`src/rtl/spi_slave_pkg.sv`:
```
// Shared constants and state type for the SPI register-file slave.
package spi_slave_pkg;

  localparam logic [7:0] CMD_WRITE = 8'h02;
  localparam logic [7:0] CMD_READ  = 8'h03;

  localparam int CMD_BITS  = 8;
  localparam int ADDR_BITS = 8;
  localparam int DATA_BITS = 32;

  typedef enum logic [2:0] {
    IDLE,
    CMD,
    ADDR,
    WDATA,
    RDATA,
    IGNORE
  } spi_slv_state_e;

endpackage

```
`src/rtl/spi_slave_regif_if.sv`:
```
// SPI pin bundle between a single-lane master and the register-file slave.
// Handshake: none; spi_clk/spi_csn/spi_sdi are asynchronous pins oversampled by the slave.
interface spi_slave_regif_if;
  logic spi_clk;
  logic spi_csn;
  logic spi_sdi;
  logic spi_sdo;
  logic spi_sdo_oe;

  modport master (output spi_clk, output spi_csn, output spi_sdi,
                  input  spi_sdo, input  spi_sdo_oe);
  modport slave  (input  spi_clk, input  spi_csn, input  spi_sdi,
                  output spi_sdo, output spi_sdo_oe);
endinterface

```
`src/rtl/spi_slave_regif_sync_edge.sv`:
```
// Synchronises the SPI pins into clk and produces one-cycle rise/fall strobes.
module spi_slave_sync_edge #(
  parameter int SYNC_STAGES = 2
) (
  input  logic clk,
  input  logic reset,
  input  logic i_sclk,
  input  logic i_csn,
  input  logic i_sdi,
  output logic o_sclk_rise,
  output logic o_sclk_fall,
  output logic o_csn_rise,
  output logic o_csn_fall,
  output logic o_sdi
);

  // Chains reset low so a csn held low across reset never looks like a fresh fall.
  logic [SYNC_STAGES:0]   r_sclk_sync;
  logic [SYNC_STAGES:0]   r_csn_sync;
  logic [SYNC_STAGES-1:0] r_sdi_sync;

  always_ff @(posedge clk) begin
    if (reset) begin
      r_sclk_sync <= '0;
      r_csn_sync  <= '0;
      r_sdi_sync  <= '0;
    end else begin
      r_sclk_sync[0] <= i_sclk;
      r_csn_sync[0]  <= i_csn;
      r_sdi_sync[0]  <= i_sdi;
      for (int i = 1; i <= SYNC_STAGES; i++) begin
        r_sclk_sync[i] <= r_sclk_sync[i-1];
        r_csn_sync[i]  <= r_csn_sync[i-1];
      end
      for (int i = 1; i < SYNC_STAGES; i++) begin
        r_sdi_sync[i] <= r_sdi_sync[i-1];
      end
    end
  end

  // Data tap sits at the same depth as the edge-compare tap, so a rise strobe sees the bit it clocks.
  assign o_sclk_rise = r_sclk_sync[SYNC_STAGES-1] & ~r_sclk_sync[SYNC_STAGES];
  assign o_sclk_fall = ~r_sclk_sync[SYNC_STAGES-1] & r_sclk_sync[SYNC_STAGES];
  assign o_csn_rise  = r_csn_sync[SYNC_STAGES-1] & ~r_csn_sync[SYNC_STAGES];
  assign o_csn_fall  = ~r_csn_sync[SYNC_STAGES-1] & r_csn_sync[SYNC_STAGES];
  assign o_sdi       = r_sdi_sync[SYNC_STAGES-1];

endmodule

```
`src/rtl/spi_slave_regif.sv`:
```
// Mode-0 SPI slave: CMD byte, ADDR byte, then 32-bit words to/from a word-addressed register file.
module spi_slave_regif
  import spi_slave_pkg::*;
#(
  parameter int DEPTH       = 16,
  parameter int SYNC_STAGES = 2,
  localparam int AW         = $clog2(DEPTH)
) (
  input  logic            clk,
  input  logic            reset,
  spi_slave_regif_if.slave spi,
  input  logic [AW-1:0]   loc_addr,
  output logic [31:0]     loc_rdata,
  output logic            wr_pulse,
  output logic [AW-1:0]   wr_addr,
  output logic            err_cmd,
  output spi_slv_state_e  o_dbg_state
);

  spi_slv_state_e r_state, w_next;

  logic [4:0]    r_bit_cnt;
  logic [31:0]   r_shift_in, r_shift_out, w_shift_next;
  logic [AW-1:0] r_addr, w_addr_inc, r_wr_addr;
  logic          r_is_read, r_sdo, r_wr_pulse, r_err_cmd;
  logic [31:0]   r_regs [DEPTH];

  logic w_sclk_rise, w_sclk_fall, w_csn_rise, w_csn_fall, w_sdi;
  logic w_bit_en, w_cmd_done, w_addr_done, w_word_done, w_cmd_ok;

  spi_slave_sync_edge #(.SYNC_STAGES(SYNC_STAGES)) u_sync (
    .clk         (clk),
    .reset       (reset),
    .i_sclk      (spi.spi_clk),
    .i_csn       (spi.spi_csn),
    .i_sdi       (spi.spi_sdi),
    .o_sclk_rise (w_sclk_rise),
    .o_sclk_fall (w_sclk_fall),
    .o_csn_rise  (w_csn_rise),
    .o_csn_fall  (w_csn_fall),
    .o_sdi       (w_sdi)
  );

  always_comb begin
    // A csn rise in the same cycle as a clock rise discards that bit.
    w_bit_en     = w_sclk_rise & ~w_csn_rise;
    w_shift_next = {r_shift_in[30:0], w_sdi};
    w_cmd_done   = w_bit_en && (r_bit_cnt == 5'(CMD_BITS - 1));
    w_addr_done  = w_bit_en && (r_bit_cnt == 5'(ADDR_BITS - 1));
    w_word_done  = w_bit_en && (r_bit_cnt == 5'(DATA_BITS - 1));
    w_cmd_ok     = (w_shift_next[7:0] == CMD_WRITE) || (w_shift_next[7:0] == CMD_READ);
    w_addr_inc   = r_addr + AW'(1);

    w_next = r_state;
    case (r_state)
      IDLE:    if (w_csn_fall)  w_next = CMD;
      CMD:     if (w_cmd_done)  w_next = w_cmd_ok ? ADDR : IGNORE;
      ADDR:    if (w_addr_done) w_next = r_is_read ? RDATA : WDATA;
      default: w_next = r_state;
    endcase
    if (w_csn_rise) w_next = IDLE;
  end

  always_ff @(posedge clk) begin
    if (reset) begin
      r_state     <= IDLE;
      r_bit_cnt   <= '0;
      r_shift_in  <= '0;
      r_shift_out <= '0;
      r_addr      <= '0;
      r_is_read   <= 1'b0;
      r_sdo       <= 1'b0;
      r_wr_pulse  <= 1'b0;
      r_wr_addr   <= '0;
      r_err_cmd   <= 1'b0;
      for (int i = 0; i < DEPTH; i++) r_regs[i] <= '0;
    end else begin
      r_state    <= w_next;
      r_wr_pulse <= 1'b0;
      if (w_csn_rise) begin
        r_bit_cnt <= '0;
      end else begin
        case (r_state)
          IDLE: r_bit_cnt <= '0;
          CMD: if (w_bit_en) begin
            r_shift_in <= w_shift_next;
            r_bit_cnt  <= w_cmd_done ? 5'd0 : r_bit_cnt + 5'd1;
            if (w_cmd_done) begin
              r_is_read <= (w_shift_next[7:0] == CMD_READ);
              if (!w_cmd_ok) r_err_cmd <= 1'b1;
            end
          end
          ADDR: if (w_bit_en) begin
            r_shift_in <= w_shift_next;
            r_bit_cnt  <= w_addr_done ? 5'd0 : r_bit_cnt + 5'd1;
            if (w_addr_done) begin
              r_addr <= w_shift_next[AW-1:0];
              if (r_is_read) r_shift_out <= r_regs[w_shift_next[AW-1:0]];
            end
          end
          WDATA: if (w_bit_en) begin
            r_shift_in <= w_shift_next;
            r_bit_cnt  <= w_word_done ? 5'd0 : r_bit_cnt + 5'd1;
            if (w_word_done) begin
              r_regs[r_addr] <= w_shift_next;
              r_wr_pulse     <= 1'b1;
              r_wr_addr      <= r_addr;
              r_addr         <= w_addr_inc;
            end
          end
          RDATA: begin
            if (w_sclk_fall) {r_sdo, r_shift_out} <= {r_shift_out, 1'b0};
            if (w_bit_en) begin
              r_bit_cnt <= w_word_done ? 5'd0 : r_bit_cnt + 5'd1;
              if (w_word_done) begin
                r_addr      <= w_addr_inc;
                r_shift_out <= r_regs[w_addr_inc];
              end
            end
          end
          default: ;
        endcase
      end
    end
  end

  assign spi.spi_sdo    = r_sdo;
  assign spi.spi_sdo_oe = (r_state == RDATA);
  assign loc_rdata      = r_regs[loc_addr];
  assign wr_pulse       = r_wr_pulse;
  assign wr_addr        = r_wr_addr;
  assign err_cmd        = r_err_cmd;
  assign o_dbg_state    = r_state;

endmodule

```
`src/flat_wrapper.sv`:
```
// flat-port wrapper written by rule: the top's interface ports become plain ports
module spi_slave_regif_flat import spi_slave_pkg::*;
#(
  parameter int DEPTH       = 16,
  parameter int SYNC_STAGES = 2,
  localparam int AW         = $clog2(DEPTH)
)
  (clk, reset, loc_addr, loc_rdata, wr_pulse, wr_addr, err_cmd, o_dbg_state, spi_spi_clk, spi_spi_csn, spi_spi_sdi, spi_spi_sdo, spi_spi_sdo_oe);
  spi_slave_regif_if spi_i ();
  input  logic clk;
  input  logic reset;
  input  logic [AW-1:0] loc_addr;
  output logic [31:0] loc_rdata;
  output logic wr_pulse;
  output logic [AW-1:0] wr_addr;
  output logic err_cmd;
  output spi_slv_state_e o_dbg_state;
  input wire logic [$bits(spi_i.spi_clk)-1:0] spi_spi_clk;
  input wire logic [$bits(spi_i.spi_csn)-1:0] spi_spi_csn;
  input wire logic [$bits(spi_i.spi_sdi)-1:0] spi_spi_sdi;
  output wire logic [$bits(spi_i.spi_sdo)-1:0] spi_spi_sdo;
  output wire logic [$bits(spi_i.spi_sdo_oe)-1:0] spi_spi_sdo_oe;
  assign spi_i.spi_clk = spi_spi_clk;
  assign spi_i.spi_csn = spi_spi_csn;
  assign spi_i.spi_sdi = spi_spi_sdi;
  assign spi_spi_sdo = spi_i.spi_sdo;
  assign spi_spi_sdo_oe = spi_i.spi_sdo_oe;
  spi_slave_regif #(.DEPTH(DEPTH), .SYNC_STAGES(SYNC_STAGES)) u_core (.clk(clk), .reset(reset), .spi(spi_i), .loc_addr(loc_addr), .loc_rdata(loc_rdata), .wr_pulse(wr_pulse), .wr_addr(wr_addr), .err_cmd(err_cmd), .o_dbg_state(o_dbg_state));
endmodule
```
`config.mk`:
```
export PLATFORM = sky130hd
export DESIGN_NAME = spi_slave_regif_flat
export DESIGN_NICKNAME = d
export VERILOG_FILES = /design/src/rtl/spi_slave_pkg.sv /design/src/rtl/spi_slave_regif_if.sv /design/src/rtl/spi_slave_regif_sync_edge.sv /design/src/rtl/spi_slave_regif.sv /design/src/flat_wrapper.sv
export SDC_FILE = /design/constraint.sdc
export NUM_CORES = 1
export LEC_CHECK = 0
export BUFFER_PORTS_ARGS = -buffer_cell sky130_fd_sc_hd__buf_2
export CAP_MARGIN = 20
export CORE_MARGIN = 8
export CORE_UTILIZATION = 53
export DETAILED_ROUTE_END_ITERATION = 8
export PLACE_DENSITY = 0.72
export RECOVER_POWER = 25
export SLEW_MARGIN = 25
export SYNTH_ARGS = -nofsm -noshare
export SYNTH_HDL_FRONTEND = slang
export SYNTH_SLANG_ARGS = --single-unit
```
`constraint.sdc`:
```
create_clock -name clk -period 4.7 [get_ports clk]
set_clock_uncertainty 0.2 [all_clocks]
set_input_delay 0.235 -clock clk [delete_from_list [all_inputs] [get_ports clk]]
set_output_delay 0.235 -clock clk [all_outputs]
set_load 0.05 [all_outputs]
```
# After elaboration in Yosys (flattened, before gate mapping)
# Memories as Yosys holds them, arrays and structs flattened.
# Index checks and enable logic that the tools add are counted.
# word_totals
regBits	91
ramBits	512
inputBits	9
word_cells	99
memories	1
# memory_table
name	depth	word_bits	rd	rd_clocked_by_memory_dff	wr	line_no	source
u_core.r_regs	16	32	3	0	16	spi_slave_regif.sv:26	logic [31:0] r_regs [DEPTH];
# op_classes
addsub	2
n_eq_ne	16
n_mux	34
n_bitwise	11
n_reduce_logical	22
# op_table
op	n
2-to-1 mux 32 bit	7
case mux 32 bit (2 select lines)	1
OR reduction 32 bit	1
2-to-1 mux 4 bit	5
2-to-1 mux 5 bit	4
equality test 8 x 2 -> 1 bit, second input constant	2
2-to-1 mux 3 bit	5
case mux 5 bit (3 select lines)	1
!= test 2 x 1 -> 1 bit, second input constant	7
AND reduction 4 bit	3
AND reduction 5 bit	2
2-to-1 mux 1 bit	9
case mux 3 bit (3 select lines)	1
AND reduction 3 bit	3
case mux 4 bit (2 select lines)	1
equality test 3 x 2 -> 1 bit, second input constant	2
NOT 1 bit	6
AND reduction 6 bit	1
nonzero test 3 bit	2
OR reduction 2 bit	3
adder 5 x 1 -> 5 bit, second input constant	1
bitwise AND 1 bit	5
equality test 5 x 3 -> 1 bit, second input constant	1
equality test 5 bit, second input constant	1
9 further kinds	11

# Longest topological paths before layout
# logic_depth
depth_word	13
ltp_mapped	13
mapped_depth_nobuf	8

# Cells and area by module
# A second synthesis with hierarchy kept.
# unflattened
cells_unflattened	2542
area_unflattened_um2	35494.0
# modules_own_cells
mod	n_inst	cells_per_inst	area_per_inst_um2	seq_area_each_um2
spi_slave_regif	1	2522	35258.8	17036.3
spi_slave_sync_edge	1	20	235.2	160.2

# Worst setup path before layout
# Ideal clock, no wire load.
# synth_timing
kind	register to register
startpoint	register u_core.r_bit_cnt[0]
endpoint	memory u_core.r_regs[10][0] (enable)
arrival_ns	4.197
setup_slack_ns	-0.163
path_stages_with_launch	9
path_cell_list	dfxtp_1 > ha_1 > and3_1 > ha_1 > inv_2 > nor4_4 > nand3_2 > buf_6 > o21ai_0
# synth_rtl
item	line_no	source
start: declaration	spi_slave_regif.sv:22	logic [4:0] r_bit_cnt;
start signal: assignment	spi_slave_regif.sv:87	r_bit_cnt <= w_cmd_done ? 5'd0 : r_bit_cnt + 5'd1;
start signal: assignment	spi_slave_regif.sv:95	r_bit_cnt <= w_addr_done ? 5'd0 : r_bit_cnt + 5'd1;
start signal: assignment	spi_slave_regif.sv:103	r_bit_cnt <= w_word_done ? 5'd0 : r_bit_cnt + 5'd1;
end: declaration	spi_slave_regif.sv:26	

# Worst setup path after layout
# layout_timing
startpoint	register u_core.r_shift_in[0]
endpoint	register u_core.r_shift_out[7]
# layout_between
elab_chain_cells	5
# layout_lines
item	line_no	source
start: declaration	spi_slave_regif.sv:23	logic [31:0] r_shift_in, r_shift_out, w_shift_next;
start signal: assignment	spi_slave_regif.sv:86	r_shift_in <= w_shift_next;
start signal: assignment	spi_slave_regif.sv:94	r_shift_in <= w_shift_next;
start signal: assignment	spi_slave_regif.sv:102	r_shift_in <= w_shift_next;
memory read (16 x 32 bit)	--	
2-to-1 mux 32 bit	spi_slave_regif.sv:98	if (r_is_read) r_shift_out <= r_regs[w_shift_next[AW-1:0]];
2-to-1 mux 32 bit	spi_slave_regif.sv:96	if (w_addr_done) begin
2-to-1 mux 32 bit	spi_slave_regif.sv:93	ADDR: if (w_bit_en) begin
case mux 32 bit (2 select lines)	spi_slave_regif.sv:83	case (r_state)
end signal: assignment	spi_slave_regif.sv:98	
end signal: assignment	spi_slave_regif.sv:112	if (w_sclk_fall) {r_sdo, r_shift_out} <= {r_shift_out, 1'b0};
end signal: assignment	spi_slave_regif.sv:117	r_shift_out <= r_regs[w_addr_inc];
end: declaration	spi_slave_regif.sv:23	
# No other way between the ends. The select of a mux whose other input is x is not followed.
# A chain may end at the register's enable or synchronous reset.

==> impl_results.md <==
* Syn avg cell area at around 14 um^2
* #FFs+latches synth at approximately 600
* Fin util at between 50% and 60%
* Die Area at ~76000 um^2
* Clk_lat worst skew at around 0.62 ns
* Die H at between 200 and 300 um
* Post-Syn Nets at approximately 2500
* Power density over the cells at between 300 and 400 nW/um^2
* First-pass GRT wire length at 168 mm
* Startpoint types: flip-flop
* Synth warn at 0
* Yosys top cell by area: edfxtp_1
* Drt wl/cell at ~34 um
* Initial Util at a little over half
* Largest net degree at the start of global routing at 68
* Mapped cell area at around 36000 um^2
* Pins Over Slew Limit at 176
* Remaining DRCs at 0
* Final WL at 116 mm
* Synth Flop Type: edfxtp_1
* Clock transition at path regs at about 0.06 ns
* CTS Buffer Depth at 3
* Worst-Margin Slew at 2.64 ns
* DRT antenna net count at 0
* Sequential area share after synthesis at around 48%
* Main area contributors after synthesis: edfxtp_1 43%, mux4_2 24%, and2_1 8.7%, dfxtp_1 5.1%, mux2i_1 4.2%
* Sw Ratio at 24.3%
* Worst setup EP type: flip-flop
* Via density at 7.24
* Worst setup margin at 0.212 ns
* Post-synth top area share at 42.8%
* CP max stage cell: nor3b_1
* Final hold viol count at 0
* Worst slack at placement at 0.698 ns
* Worst VDD drop at a little over 0.3 mV
* TritonCTS clock tree: done
* Period utilization at between 90% and 100%
* Min Tclk post-route at roughly 4.5 ns
* Clk root buf: clkbuf_16
* Combinational Power Share at a little under a tenth
* Post-synthesis cell type count at 72
* Total gr overflow at 0
* Setup-failing EPs final at 0
* Failing checks: capacitance limit, slew limit
* Core Box Area at 67200 um^2
* Gates resized, CTS repair at 0
* Required @ worst endpoint at roughly 5.0 ns
* Vias in the first global route at 24900
* Area delta synth->final at 8.77%
* Asr flop ratio synth at 0%
* Num CTS Buffers at 66
* DP Area at about 37000 um^2
* Worst path cell trace: nor3b_1, a22oi_1, nand3_1, a21oi_1, a32o_1
* CP peak stage delay at about 1.9 ns
* Net Sw Power at 3.07 mW
* H-tree depth at 3
* IO Port Bufs at 51
* Sink Count at around 600
* Number of enable flip-flop cells after synthesis at 512
* Crit path DAT at around 4.8 ns
* WP buf/inv at 0
* Drt first-iter violations at around 3500
* Share of cells above drive strength 1 at roughly a quarter
* Internal power at 9.58 mW
* Critical path class: reg -> reg
* Reg power frac at slightly below 50%
* Cell family with most CP delay: simple AND/OR/NAND/NOR gates
* Gate Count Post-Synth at around 2500
* GRT Resource Usage Total at slightly below 30%
* Maxcap violations at 5
* IO Count at 52
* Row count at between 90 and 100
* Placer congestion estimate at 0.908
* Worst Path Max Fanout at between 50 and 60
* Leakage at around 12 nW
* Die W at roughly 280 um
* Via count at 24700
* Post-layout instance area at 39100 um^2
* RSZ-0062 raised after global routing: false
* Type of the worst min-delay path: in -> reg
* Slew Limit Headroom at -75.8%
* Status: finished, violations left
* Fmax at around 0.22 GHz
* Pre-antenna DRT Iters at 6
* Clock group share of total power at between 40% and 50%
* Initial antenna violation count at 3
* # nets final at 2493
* Final HPWL DP at 68.8 mm
## registers in the layout (all words and copies together), names as in the netlist
name                       count
u_core.u_sync.r_sclk_sync      3
u_core.u_sync.r_csn_sync       3
u_core.r_regs                512
u_core.r_addr                  4
u_core.err_cmd                 1
u_core.wr_pulse                1
u_core.r_bit_cnt               5
u_core.r_shift_out            32
u_core.u_sync.r_sdi_sync       2
u_core.r_shift_in             31
u_core.o_dbg_state             3
u_core.wr_addr                 4
u_core.r_is_read               1
u_core.spi.spi_sdo             1
## cell usage in the layout, fill, tap and decap left out, drive strengths merged, types with 3 or more instances in the layout
master,instances
edfxtp,512
and2,497
mux4,388
nand2,172
mux2i,152
clkbuf,140
dfxtp,91
buf,91
a21oi,59
o21ai,42
nand3,38
nor2b,34
a211oi,34
a22oi,29
nor2,29
clkinv,25
a221o,23
nor3,21
mux2,17
and3,16
a2111oi,11
inv,11
o22ai,9
nand2b,8
a31oi,7
a32o,7
nor4,7
ha,6
or2,5
nand3b,4
bufinv,4
xor2,4
nor3b,3
dlygate4sd3,3
## area by class of cell
cell class	instances	area (um^2)
Antenna cell	1	2.50
Clock buffer	87	1880
Clock inverter	33	285
Fill cell	5095	28100
Inverter	9	33.8
Multi-Input combinational cell	1651	17300
Sequential cell	603	17200
Tap cell	873	1090
Timing Repair Buffer	147	1200
## power by group through the flow
stage               clock (mW)  sequential [mW]  combinational (mW)
floorplan                    0             6.24               0.834
global placement             0             6.31                1.14
detailed placement           0             6.33                1.15
CTS                       5.27             6.22                1.16
global route              5.48             6.25                1.19
finish                    5.26             6.23                1.15
## logic make-up after synthesis
logic type               Yosys count  synth area share, %
AND/OR/NAND/NOR                  842                 13.8
flip-flops                       603                 47.9
multiplexers                     557                 29.1
buffers and inverters            274                 4.12
AO/OA/AOI/OAI                    240                 4.74
XOR/XNOR                           6                0.167
adder cells (fa/ha/maj)            6                0.209
## synth_stat cells, types with 5 or more instances
library cell / n
and2_1: 497
a31oi_1: 7
nor2_8: 6
mux2i_1: 152
mux4_2: 388
nand3_1: 34
buf_2: 71
edfxtp_1: 512
a211oi_1: 34
nand2_1: 172
buf_1: 19
buf_4: 16
nor2_1: 17
ha_1: 6
or2_2: 5
a32o_1: 7
mux2_2: 17
a2111oi_2: 9
a22oi_1: 29
a21oi_1: 59
o21ai_1: 8
a221o_1: 23
nor2_4: 6
nor4_1: 6
nor3_1: 16
dfxtp_1: 91
o22ai_1: 9
buf_6: 38
nor2b_1: 33
clkbuf_1: 107
nand2b_1: 8
clkbuf_2: 14
inv_1: 6
and3_1: 16
o21ai_0: 34
## metal layers
| layer | up-vias | track usage (%) | part of all wire, % |
|---|---|---|---|
| li1 | 9737 | - | - |
| met1 | 12500 | 36.7 | 34 |
| met2 | 1984 | 48.0 | 47 |
| met3 | 474 | 6.46 | 12 |
| met4 | 0 | 18.1 | 6.7 |
| met5 | - | 0 | 0 |
## what timing repair did
action	4_1_cts	5_1_grt
setup buffers	0	0
hold buffers	3	0
endpoints found under the hold margin	3	0
## through the flow
step	hold slack (ns)	instances	setup TNS (ns)	power, mW
after floorplan	0.163	2528	-29.08	7.08
after global placement	0.225	3279	0	7.45
after detailed placement	0.230	3279	0	7.48
after CTS	0.123	3402	0	12.7
after global routing	0.0644	3403	0	12.9
final	0.0490	3404	0	12.6
## final timing paths
check | start | to | slack [ns] | cells after the start
min reg2reg | u_core.u_sync.r_sclk_sync[0] | u_core.u_sync.r_sclk_sync[1] | 0.24 | 1
max reg2reg | u_core.r_shift_in[0] | u_core.r_shift_out[7] | 0.21 | 5
min | reset | u_core.r_addr[2] | 0.05 | 3
max | u_core.r_shift_in[0] | u_core.r_shift_out[7] | 0.21 | 5
## worst register-to-register path, cell delays in order (launching register included)
cell     delay (ns)
dfxtp_2        1.37
nor3b_1        1.95
a22oi_1        0.29
nand3_1        0.20
a21oi_1        0.10
a32o_1         0.26
(Power assumes the default switching activity.)
